### config.mk
export PLATFORM = sky130hd
export DESIGN_NAME = uart_image_loader
export DESIGN_NICKNAME = d
export VERILOG_FILES = /design/src/rtl/ocr_pkg.sv /design/src/rtl/byte_timeout.sv /design/src/rtl/uart_image_loader.sv
export SDC_FILE = /design/constraint.sdc
export NUM_CORES = 1
export LEC_CHECK = 0
export BUFFER_PORTS_ARGS = -buffer_cell sky130_fd_sc_hd__buf_2
export CELL_PAD_IN_SITES_DETAIL_PLACEMENT = 1
export CELL_PAD_IN_SITES_GLOBAL_PLACEMENT = 2
export CORE_UTILIZATION = 30
export CTS_CLUSTER_SIZE = 8
export DETAILED_ROUTE_END_ITERATION = 12
export PLACE_DENSITY_LB_ADDON = 0.1
export SKIP_CTS_REPAIR_TIMING = 1
export SLEW_MARGIN = 25
export SYNTH_ARGS = -nofsm -noshare
export SYNTH_HDL_FRONTEND = slang
export SYNTH_SLANG_ARGS = --single-unit
### constraint.sdc
create_clock -name i_Clock -period 2 [get_ports i_Clock]
set_input_delay 0.2 -clock i_Clock [delete_from_list [all_inputs] [get_ports i_Clock]]
set_output_delay 0.2 -clock i_Clock [all_outputs]
set_load 0.05 [all_outputs]
### src/rtl/ocr_pkg.sv
// Shared constants and loader state encoding for the OCR image path.
// Ports: none (package only).
// Imported by the UART image loader and its bench.
package ocr_pkg;

  // Default image geometry (row-major, one byte per pixel).
  localparam int IMG_W = 28;
  localparam int IMG_H = 28;

  // Two-byte frame header.
  localparam logic [7:0] SYNC0 = 8'hAA;
  localparam logic [7:0] SYNC1 = 8'h55;

  // Loader FSM states; encoding is fixed so it can be probed in the lab.
  typedef enum logic [2:0] {
    HUNT0  = 3'd0,
    HUNT1  = 3'd1,
    PIXELS = 3'd2,
    CHECK  = 3'd3,
    HOLD   = 3'd4
  } loader_state_t;

endpackage

### src/rtl/byte_timeout.sv
// Inter-byte watchdog: counts clocks while a frame is in progress.
// Ports: i_Clock/i_Rst_L (async active-low), i_Clear (restart count),
//        i_Run (count enable), o_Expire (combinational, last cycle before limit).
module byte_timeout #(
  parameter int TIMEOUT_CLKS = 208360,
  localparam int TW          = $clog2(TIMEOUT_CLKS + 1)
)(
  input  logic i_Clock,
  input  logic i_Rst_L,
  input  logic i_Clear,
  input  logic i_Run,
  output logic o_Expire
);

  logic [TW-1:0] r_Count;
  logic          w_At_Limit;

  assign w_At_Limit = (r_Count == TW'(TIMEOUT_CLKS - 1));

  // A clear in the same cycle as the limit wins: the byte arrived in time.
  assign o_Expire = i_Run && !i_Clear && w_At_Limit;

  // The counter returns to 0 whenever it is idle, cleared, or has just
  // expired, so it always reads 0 outside an active frame.
  always_ff @(posedge i_Clock or negedge i_Rst_L) begin
    if (!i_Rst_L) begin
      r_Count <= '0;
    end else if (i_Clear || !i_Run || w_At_Limit) begin
      r_Count <= '0;
    end else begin
      r_Count <= r_Count + 1'b1;
    end
  end

endmodule

### src/rtl/uart_image_loader.sv
// Frames the UART byte stream: hunts a 2-byte sync header, writes IMG_W*IMG_H
// pixels to the frame buffer, verifies an 8-bit wrapping checksum, and holds a
// good frame (o_Frame_Valid) until the classifier acks it.
// Ports: i_Clock, i_Rst_L (async active-low), i_RX_DV/i_RX_Byte (byte strobe),
//        o_Wr_En/o_Wr_Addr/o_Wr_Data (registered buffer write, 1 cycle after DV),
//        o_Frame_Valid (level), i_Frame_Ack, o_Frame_Done/o_Frame_Err (pulses), o_Busy.
module uart_image_loader #(
  parameter int         IMG_W        = ocr_pkg::IMG_W,
  parameter int         IMG_H        = ocr_pkg::IMG_H,
  parameter logic [7:0] SYNC0        = ocr_pkg::SYNC0,
  parameter logic [7:0] SYNC1        = ocr_pkg::SYNC1,
  parameter int         TIMEOUT_CLKS = 208360,
  localparam int        NPIX         = IMG_W * IMG_H,
  localparam int        AW           = $clog2(NPIX)
)(
  input  logic          i_Clock,
  input  logic          i_Rst_L,
  input  logic          i_RX_DV,
  input  logic [7:0]    i_RX_Byte,
  output logic          o_Wr_En,
  output logic [AW-1:0] o_Wr_Addr,
  output logic [7:0]    o_Wr_Data,
  output logic          o_Frame_Valid,
  input  logic          i_Frame_Ack,
  output logic          o_Frame_Done,
  output logic          o_Frame_Err,
  output logic          o_Busy
);

  import ocr_pkg::*;

  loader_state_t r_State;
  loader_state_t w_State_Next;

  logic [AW-1:0] r_Addr;
  logic [AW-1:0] w_Addr_Next;
  logic [7:0]    r_Sum;
  logic [7:0]    w_Sum_Next;

  logic          w_Wr_En_Next;
  logic [AW-1:0] w_Wr_Addr_Next;
  logic [7:0]    w_Wr_Data_Next;
  logic          w_Valid_Next;
  logic          w_Done_Next;
  logic          w_Err_Next;

  logic          w_Expire;
  logic          w_Last_Pix;

  assign o_Busy     = (r_State == PIXELS) || (r_State == CHECK);
  assign w_Last_Pix = (r_Addr == AW'(NPIX - 1));

  // Watchdog only runs mid-frame; any received byte restarts it, which also
  // covers the clear on entry to PIXELS (entry is always caused by a byte).
  byte_timeout #(
    .TIMEOUT_CLKS (TIMEOUT_CLKS)
  ) u_byte_timeout (
    .i_Clock  (i_Clock),
    .i_Rst_L  (i_Rst_L),
    .i_Clear  (i_RX_DV),
    .i_Run    (o_Busy),
    .o_Expire (w_Expire)
  );

  // State register
  always_ff @(posedge i_Clock or negedge i_Rst_L) begin
    if (!i_Rst_L) begin
      r_State <= HUNT0;
    end else begin
      r_State <= w_State_Next;
    end
  end

  // Next-state and next-output logic
  always_comb begin
    w_State_Next   = r_State;
    w_Addr_Next    = r_Addr;
    w_Sum_Next     = r_Sum;
    w_Wr_En_Next   = 1'b0;
    w_Wr_Addr_Next = o_Wr_Addr;  // address/data hold between writes
    w_Wr_Data_Next = o_Wr_Data;
    w_Valid_Next   = o_Frame_Valid;
    w_Done_Next    = 1'b0;
    w_Err_Next     = 1'b0;

    case (r_State)
      HUNT0: begin
        if (i_RX_DV && (i_RX_Byte == SYNC0)) begin
          w_State_Next = HUNT1;
        end
      end

      HUNT1: begin
        if (i_RX_DV) begin
          if (i_RX_Byte == SYNC1) begin
            w_State_Next = PIXELS;
            w_Addr_Next  = '0;
            w_Sum_Next   = '0;
          end else if (i_RX_Byte != SYNC0) begin
            // A repeated SYNC0 may be the real header start; anything else resets the hunt.
            w_State_Next = HUNT0;
          end
        end
      end

      PIXELS: begin
        // Header values here are pixel data; no re-hunt inside a frame.
        if (i_RX_DV) begin
          w_Wr_En_Next   = 1'b1;
          w_Wr_Addr_Next = r_Addr;
          w_Wr_Data_Next = i_RX_Byte;
          w_Sum_Next     = r_Sum + i_RX_Byte;
          if (w_Last_Pix) begin
            w_State_Next = CHECK;
          end else begin
            w_Addr_Next = r_Addr + 1'b1;
          end
        end else if (w_Expire) begin
          w_Err_Next   = 1'b1;
          w_State_Next = HUNT0;
        end
      end

      CHECK: begin
        if (i_RX_DV) begin
          if (i_RX_Byte == r_Sum) begin
            w_Done_Next  = 1'b1;
            w_Valid_Next = 1'b1;
            w_State_Next = HOLD;
          end else begin
            w_Err_Next   = 1'b1;
            w_State_Next = HUNT0;
          end
        end else if (w_Expire) begin
          w_Err_Next   = 1'b1;
          w_State_Next = HUNT0;
        end
      end

      HOLD: begin
        // Incoming bytes are dropped so the held frame cannot be overwritten.
        if (i_Frame_Ack) begin
          w_Valid_Next = 1'b0;
          w_State_Next = HUNT0;
        end
      end

      default: begin
        w_State_Next = HUNT0;
      end
    endcase
  end

  // Datapath and registered outputs
  always_ff @(posedge i_Clock or negedge i_Rst_L) begin
    if (!i_Rst_L) begin
      r_Addr        <= '0;
      r_Sum         <= '0;
      o_Wr_En       <= 1'b0;
      o_Wr_Addr     <= '0;
      o_Wr_Data     <= '0;
      o_Frame_Valid <= 1'b0;
      o_Frame_Done  <= 1'b0;
      o_Frame_Err   <= 1'b0;
    end else begin
      r_Addr        <= w_Addr_Next;
      r_Sum         <= w_Sum_Next;
      o_Wr_En       <= w_Wr_En_Next;
      o_Wr_Addr     <= w_Wr_Addr_Next;
      o_Wr_Data     <= w_Wr_Data_Next;
      o_Frame_Valid <= w_Valid_Next;
      o_Frame_Done  <= w_Done_Next;
      o_Frame_Err   <= w_Err_Next;
    end
  end

endmodule

==> results.md, run 1 <==
* Layout cell share with drive strength beyond 1 at 22.3%
* Core area at 0.0103 sq mm
* Number of storage elements in the synthesis netlist at 61
* TritonCTS clock tree: done
* Maximum vdd drop at 209 uV
* # DRC at 0
* Switching part of the total power at 27.0%
* Max clock buf depth at 2
* TritonRoute pass-1 iters at 4
* Overall via count from detail_route at 2577
* P_int at 1760 uW
* Post-synthesis sequential area ratio at 48.4%
* Overall track demand over capacity in global routing at 16.1%
* Portion of the clock cycle consumed by the worst path in the final layout at 94.7%
* Final non-filler cell area at 0.00380 sq mm
* Critical path fanouts, max at 2
* Most common cell after layout, fill and taps aside: sky130_fd_sc_hd__nand2_1
* Synthesized-area fraction occupied by xor and xnor cells at 5.56%
* Number of antenna-violating nets in the routed design at 0
* Hold_ws at 83.3 ps
* Switch Pwr at 651 uW
* Number of antenna violations at the first check in global routing at 0
* Part of the power in the clock network at 41.4%
* Startpoint types: register
* Wire length per cell at 15.4 um
* Max transition margin at 65.8%
* Final-layout fill cell count at 1238
* Post-synthesis cell type count at 61
* Placed Instance Area at 0.00360 sq mm
* Clock sink count at 61
* Register-to-register setup slack at 110 ps
* Run status: completed
* Wire length of the first global-routing pass at 13.8 mm
* CTS buffer count at 9
* Power per Cell Area at 635 mW/mm^2
* Fraction of synthesis flops using an asynchronous set or reset pin at 100%
* Detailed-route vias per instance at 4.90
* Worst-case clock skew at 7.99 ps
* Transition time at the pin with the least slew margin at 513 ps
* Root buffer cell: sky130_fd_sc_hd__clkbuf_8
* Pre-CTS setup slack at -52.1 ps
* Maximum clock frequency at 0.528 GHz
* Number of rows created at floorplan at 37
* Synth Area in Simple Gates at 24.8%
* Initial Util at 30.7%
* Worst Path Class, Setup: register to register
* Die Width at 105 um
* Synth area leader: sky130_fd_sc_hd__dfrtp_1
* Number of flops mapped to enable cells by yosys at 0
* Endpoint class of the critical path: register
* Required time at the worst-slack endpoint at 2270 ps
* Vertical extent of the die at 105 um
* Multi-input logic area at 0.00155 sq mm
* Count of buffers inserted at the top-level ports at 34
* Combinational share of power at 7.0%
* Compound-gate portion of the synthesized area at 13.0%
* Max-capacitance violation count at 0
* Sequential cell area in the final layout at 0.00153 sq mm
* Highest-count cells in the layout ignoring fill and taps: 71 x sky130_fd_sc_hd__nand2_1, 61 x sky130_fd_sc_hd__dfrtp_1, 34 x sky130_fd_sc_hd__buf_2, 30 x sky130_fd_sc_hd__nor2_1
* Per-instance average area after synthesis at 9.50 sq um
* Weighted congestion reported at the end of routability-driven placement at 0.784
* Fin. Hold Viols at 0
* Post-route setup TNS at 0 ps
* Combinational family with the most area after synthesis: simple AND/OR/NAND/NOR gates
* Ant. Diodes at 0
* Flop pwr share at 51.7%
* Number of placed I/O pins at 35
* Number of global-route vias before repair at 2736
* Latest clock arrival within the worst-skew pair at 340 ps
* Leak pwr at 0.00182 uW
* Reg2reg path depth at 7
* Tmin final at 1890 ps
* Count of synthesis-stage warnings from yosys at 0
* Placed instance count at 509
* Adder and majority gate portion of the synthesized area at 4.21%
* PnR worst setup slack at 106 ps
* Cell count of the worst hold path at 2
* H-tree lvl count at 3
* Class of the tightest hold or removal check: input pin to register
* Post-synthesis net count at 354
* Area Overhead vs Synth at 20.6%
* Total Nets Final at 407
* Setup-violating endpoint count in the final report at 0
* Largest net degree at the start of global routing at 62
* Clock Pin Slew Worst Setup and Hold Paths at 80 ps
* Count of non-filler cells in the finished layout at 526
* Arrival time of data at the critical path endpoint at 2170 ps
* Fin. max-slew vios at 0
* Die area at 0.0109 sq mm
* Mux cell area share after synthesis at 1.11%
* Largest cells by area after synthesis: sky130_fd_sc_hd__dfrtp_1 48%, sky130_fd_sc_hd__nand2_1 8.5%, sky130_fd_sc_hd__xor2_1 3.6%
* Commonest register cell after synthesis: sky130_fd_sc_hd__dfrtp_1
* Synth Cell Area at 0.00315 sq mm
* Number of standard cells after synthesis at 332
* Fraction of synthesized cell area taken by the top area cell type at 48.4%
* GR Overflow Total at 0
* Total length of routed wires at 8.08 mm
* Post-DP HPWL at 5.68 mm
* Unrepaired setup endpoints after global routing: no
* Starting DRC count in detailed routing at 56
per-layer routing:
layer | vias up | global-route usage, % | share of wire, %
met4 | 0 | 6.43 | 1.3
met1 | 1275 | 20.6 | 49
met2 | 31 | 27.1 | 47
met5 | - | 0 | 0
met3 | 10 | 2.44 | 2.3
li1 | 1261 | - | -
through the flow:
stage               total power (uW)  utilization [%]
floorplan                       1350                -
global route                    2540             37.0
detailed placement              1440             35.0
global placement                1440             35.0
finish                          2410             37.0
CTS                             2470             36.7
state kept, by name, indices dropped and copies added, names as in the netlist:
signal                  flops
r_Sum                       8
r_Addr                     10
r_State                     3
o_Wr_En                     1
o_Frame_Err                 1
o_Wr_Data                   8
u_byte_timeout.r_Count     18
o_Frame_Done                1
o_Frame_Valid               1
o_Wr_Addr                  10
final timing paths:
| check | end | start |
|---|---|---|
| worst max-delay path | r_Sum[6] | r_Sum[0] |
| worst min-delay path | r_State[2] | i_Frame_Ack |
| worst max register to register | r_Sum[6] | r_Sum[0] |
| worst min register to register | o_Wr_Addr[8] | o_Wr_Addr[8] |
| max in group asynchronous | u_byte_timeout.r_Count[3] | i_Rst_L |
| min in group asynchronous | r_Sum[4] | i_Rst_L |
cell families after synthesis:
kind of cell    Yosys count
fa+ha+maj                10
buf+inv                  19
mux                       3
compound gates           62
xor+xnor                 20
simple gates            157
flops                    61
cell usage after synthesis (3+ instances only):
cell and instances:
sky130_fd_sc_hd__and4_1 3, sky130_fd_sc_hd__nand4_1 8, sky130_fd_sc_hd__nand3_1 7, sky130_fd_sc_hd__and2_1 3
sky130_fd_sc_hd__and3_1 6, sky130_fd_sc_hd__a31oi_1 5, sky130_fd_sc_hd__xnor2_1 7, sky130_fd_sc_hd__o21ai_0 19
sky130_fd_sc_hd__buf_2 4, sky130_fd_sc_hd__inv_1 5, sky130_fd_sc_hd__o21ai_1 4, sky130_fd_sc_hd__dfrtp_1 61
sky130_fd_sc_hd__nand2_1 71, sky130_fd_sc_hd__xor2_1 13, sky130_fd_sc_hd__buf_1 3, sky130_fd_sc_hd__a21o_1 3
sky130_fd_sc_hd__ha_1 9, sky130_fd_sc_hd__nor2_1 30, sky130_fd_sc_hd__a21oi_1 13, sky130_fd_sc_hd__clkbuf_1 3
sky130_fd_sc_hd__nor3_1 5, sky130_fd_sc_hd__a22o_1 3
power by group through the flow:
stage,clock (uW),combinational (uW),sequential (uW)
5_1_grt,1100,189,1250
4_1_cts,1060,168,1250
6_report,997,168,1250
3_3_place_gp,0,167,1270
2_1_floorplan,0,77.1,1270
3_5_place_dp,0,166,1270
final cells by class:
class                   instances  share of cell area (%)
clock inverters                 7                    1.35
multi-input cells             252                    40.8
well taps                     136                    4.48
repair buffers                 55                    9.35
clock buffers                   9                    3.26
flip-flops and latches         61                    40.2
inverters                       6                   0.592
critical path: stages, from the launching register on:
cell,delay (ps)
sky130_fd_sc_hd__dfrtp_1,390
sky130_fd_sc_hd__ha_1,210
sky130_fd_sc_hd__fa_2,350
sky130_fd_sc_hd__a21o_1,180
sky130_fd_sc_hd__a21o_1,200
sky130_fd_sc_hd__a2111oi_2,300
sky130_fd_sc_hd__a31oi_1,70
sky130_fd_sc_hd__o21ai_1,120
Note: power is estimated with default switching activity, not from simulation.
==> run 2, diff against run 1 <==
--- a/config.mk
+++ b/config.mk
@@ -8,6 +8,7 @@
 export BUFFER_PORTS_ARGS = -buffer_cell sky130_fd_sc_hd__buf_2
 export CELL_PAD_IN_SITES_DETAIL_PLACEMENT = 1
 export CELL_PAD_IN_SITES_GLOBAL_PLACEMENT = 2
+export CORE_MARGIN = 5
 export CORE_UTILIZATION = 30
 export CTS_CLUSTER_SIZE = 8
 export DETAILED_ROUTE_END_ITERATION = 12
@@ -16,4 +17,5 @@
 export SLEW_MARGIN = 25
 export SYNTH_ARGS = -nofsm -noshare
 export SYNTH_HDL_FRONTEND = slang
+export SYNTH_HIERARCHICAL = 1
 export SYNTH_SLANG_ARGS = --single-unit
==> results.md, run 2 <==
* Run status: completed
* Transition time at the pin with the least slew margin at 533 ps (+20.0 ps)
* Arrival time of data at the critical path endpoint at 2090 ps (-80 ps)
* Total Nets Final at 414 (+1.7%)
* Starting DRC count in detailed routing at 94 (+68%)
* Number of antenna violations at the first check in global routing at 0 (unchanged)
* Post-synthesis sequential area ratio at 49.8% (+1.3 points)
* Portion of the clock cycle consumed by the worst path in the final layout at 94.0% (-0.72 points)
* Setup-violating endpoint count in the final report at 0 (unchanged)
* H-tree lvl count at 3 (unchanged)
* Number of storage elements in the synthesis netlist at 61 (unchanged)
* Tmin final at 1880 ps (-14.3 ps)
* Max-capacitance violation count at 0 (unchanged)
* Largest net degree at the start of global routing at 62 (unchanged)
* Max clock buf depth at 2 (unchanged)
* Worst path top cell family by delay: compound AO/OA/AOI/OAI gates
* Synth cell count leaders: 67 x sky130_fd_sc_hd__nand2_1, 61 x sky130_fd_sc_hd__dfrtp_1, 33 x sky130_fd_sc_hd__nor2_1
* Max transition margin at 64.3% (-1.5 points)
* Cell count of the worst hold path at 2 (unchanged)
* Required time at the worst-slack endpoint at 2210 ps (-60 ps)
* Class of the tightest hold or removal check: input pin to register
* Number of standard cells after synthesis at 325 (-2.1%)
* Latest clock arrival within the worst-skew pair at 340 ps (about the same)
* Critical path fanouts, max at 2 (unchanged)
* Maximum clock frequency at 0.532 GHz (+0.76%)
* Clock Pin Slew Worst Setup and Hold Paths at 80 ps (about the same)
* Overall track demand over capacity in global routing at 13.7% (-2.4 points)
* Largest cells by area after synthesis: sky130_fd_sc_hd__dfrtp_1 50%, sky130_fd_sc_hd__nand2_1 8.2%, sky130_fd_sc_hd__xnor2_1 4.9%
* Pre-CTS setup slack at -6.38 ps (+45.7 ps)
* Clock sink count at 61 (unchanged)
* Die area at 0.0123 sq mm (+13%)
* Cell with the most instances after synthesis: sky130_fd_sc_hd__nand2_1
* Wire length of the first global-routing pass at 13.6 mm (-1.3%)
* Number of rows created at floorplan at 37 (unchanged)
* Count of synthesis-stage warnings from yosys at 6 (+6)
* TritonCTS clock tree: done
* Cells along the critical path: ha_2 > fa_2 > a21o_1 > a21oi_2 > o21bai_1 > a21oi_1 > xor2_1 > o21ai_1
* Number of flip-flops under the largest register name at 18 (unchanged)
* Startpoint types: register
* Number of placed I/O pins at 35 (unchanged)
* Fin. max-slew vios at 0 (unchanged)
* Number of global-route vias before repair at 2673 (-2.3%)
* Ant. Diodes at 0 (unchanged)
* Root buffer cell: sky130_fd_sc_hd__clkbuf_8
* Endpoint class of the critical path: register
* Overall via count from detail_route at 2520 (-2.2%)
* Maximum vdd drop at 279 uV (+34%)
* Final-layout fill cell count at 1205 (-2.7%)
* Synth area leader: sky130_fd_sc_hd__dfrtp_1
* Highest-count cells in the layout ignoring fill and taps: 67 x sky130_fd_sc_hd__nand2_1, 61 x sky130_fd_sc_hd__dfrtp_1, 34 x sky130_fd_sc_hd__buf_2, 33 x sky130_fd_sc_hd__nor2_1, 28 x sky130_fd_sc_hd__buf_4
* Power per Cell Area at 701 mW/mm^2 (+11%)
* # DRC at 0 (unchanged)
* Count of buffers inserted at the top-level ports at 34 (unchanged)
* Placed instance count at 516 (+1.4%)
* Vertical extent of the die at 111 um (+6.3%)
* Most common cell after layout, fill and taps aside: sky130_fd_sc_hd__nand2_1
* TritonRoute pass-1 iters at 4 (unchanged)
* Registers with the most flip-flops: u_byte_timeout/r_Count x18, o_Wr_Addr x10, r_Addr x10
* Fraction of synthesis flops using an asynchronous set or reset pin at 100% (unchanged)
* Wire length per cell at 14.9 um (-2.9%)
* CP bufs+invs at 0 (unchanged)
* Post-route setup TNS at 0 ps (unchanged)
* Unrepaired setup endpoints after global routing: yes
* Detailed-route vias per instance at 4.73 (-3.5%)
* Leak pwr at 0.00185 uW (+1.5%)
* Die Width at 111 um (+6.3%)
* Fin. Hold Viols at 0 (unchanged)
* GR Overflow Total at 0 (unchanged)
* Synth Cell Area at 0.00307 sq mm (-2.7%)
* Core area at 0.0101 sq mm (-1.4%)
* CTS buffer count at 9 (unchanged)
* Worst-path cell with the longest stage delay: sky130_fd_sc_hd__dfrtp_1
* Per-instance average area after synthesis at 9.44 sq um (-0.60%)
* Post-synthesis cell type count at 49 (-20%)
* Top reg by flops: u_byte_timeout/r_Count
* Initial Util at 30.3% (-0.42 points)
* Area Overhead vs Synth at 25.7%
* Delay contributed by the slowest stage of the critical path at 390 ps (about the same)
* Layout cell share with drive strength beyond 1 at 23.7% (+1.4 points)
* PnR worst setup slack at 120 ps (+14.3 ps)
* Worst-case clock skew at 11.7 ps (+3.72 ps)
* Commonest register cell after synthesis: sky130_fd_sc_hd__dfrtp_1
* Logic depth of the worst path, buffers included at 8 (+1)
* Fraction of synthesized cell area taken by the top area cell type at 49.8% (+1.3 points)
* Post-DP HPWL at 5.69 mm (+0.20%)
* Total length of routed wires at 7.94 mm (-1.6%)
* Count of non-filler cells in the finished layout at 533 (+1.3%)
* Number of flops mapped to enable cells by yosys at 0 (unchanged)
* Number of antenna-violating nets in the routed design at 0 (unchanged)
* Post-synthesis net count at 347 (-2.0%)
* Weighted congestion reported at the end of routability-driven placement at 0.800 (+2.1%)
* Reg2reg path depth at 8 (+1)
* Worst Path Class, Setup: register to register
[run 2: report_power, final]
| group | switching (uW) | internal (uW) | leakage, uW |
|---|---|---|---|
| sequential | 19.1 | 1250 | 0.000840 |
| clock | 506 | 677 | 0.000106 |
| combinational | 147 | 102 | 0.000904 |
| total | 672 | 2030 | 0.00185 |
[run 2: final timing paths]
| check | from | to | slack (ps) |
|---|---|---|---|
| setup / recovery | r_Sum[0] | r_Sum[6] | 120 |
| hold / removal | i_Frame_Ack | o_Frame_Valid | 80 |
| setup reg to reg | r_Sum[0] | r_Sum[6] | 120 |
| hold reg to reg | u_byte_timeout/r_Count[0] | u_byte_timeout/r_Count[0] | 460 |
| max in group asynchronous | i_Rst_L | r_State[2] | 1310 |
| min in group asynchronous | i_Rst_L | u_byte_timeout/r_Count[13] | 420 |
[run 2: kinds of logic (layout without fill, tap and decap cells)]
group | count (synthesis) | in the layout | share of synthesized area, %
AOI/OAI and AO/OA | 37 | 37 | 8.16
buffers and inverters | 21 | 93 | 2.81
DFF | 61 | 61 | 49.8
xor gates and xnor gates | 28 | 28 | 7.99
muxes | 1 | 1 | 0.326
adders and majority gates | 10 | 10 | 4.32
and+or+nand+nor | 167 | 167 | 26.6
[run 2: cell type report]
class                   count  area [sq um]  share of cell area, %
flip-flops and latches     61          1530                   39.6
clock inverters             3          42.5                   1.10
inverters                  13          48.8                   1.27
clock buffers              13           169                   4.38
repair buffers             64           410                   10.6
multi-input cells         243          1490                   38.6
well taps                 136           170                   4.41
[run 2: layer usage]
layer / share of wire, % / wire length, um / global-route usage, %
met5: 0 / 0 / 0
met4: 1.7 / 132 / 4.87
met3: 2.8 / 225 / 2.73
met2: 43 / 3450 / 20.4
met1: 52 / 4130 / 19.7
[run 2: per-stage QoR]
step / power, uW / hold slack (ps) / utilization (%) / area [sq um]
2_1_floorplan: 1420 / -95.6 / - / 3070
6_report: 2710 / 75.5 / 38.0 / 3860
3_5_place_dp: 1550 / 250 / 35.5 / 3600
3_3_place_gp: 1540 / 252 / 35.5 / 3600
4_1_cts: 2750 / -128 / 37.6 / 3810
5_1_grt: 2850 / 66.9 / 38.0 / 3860
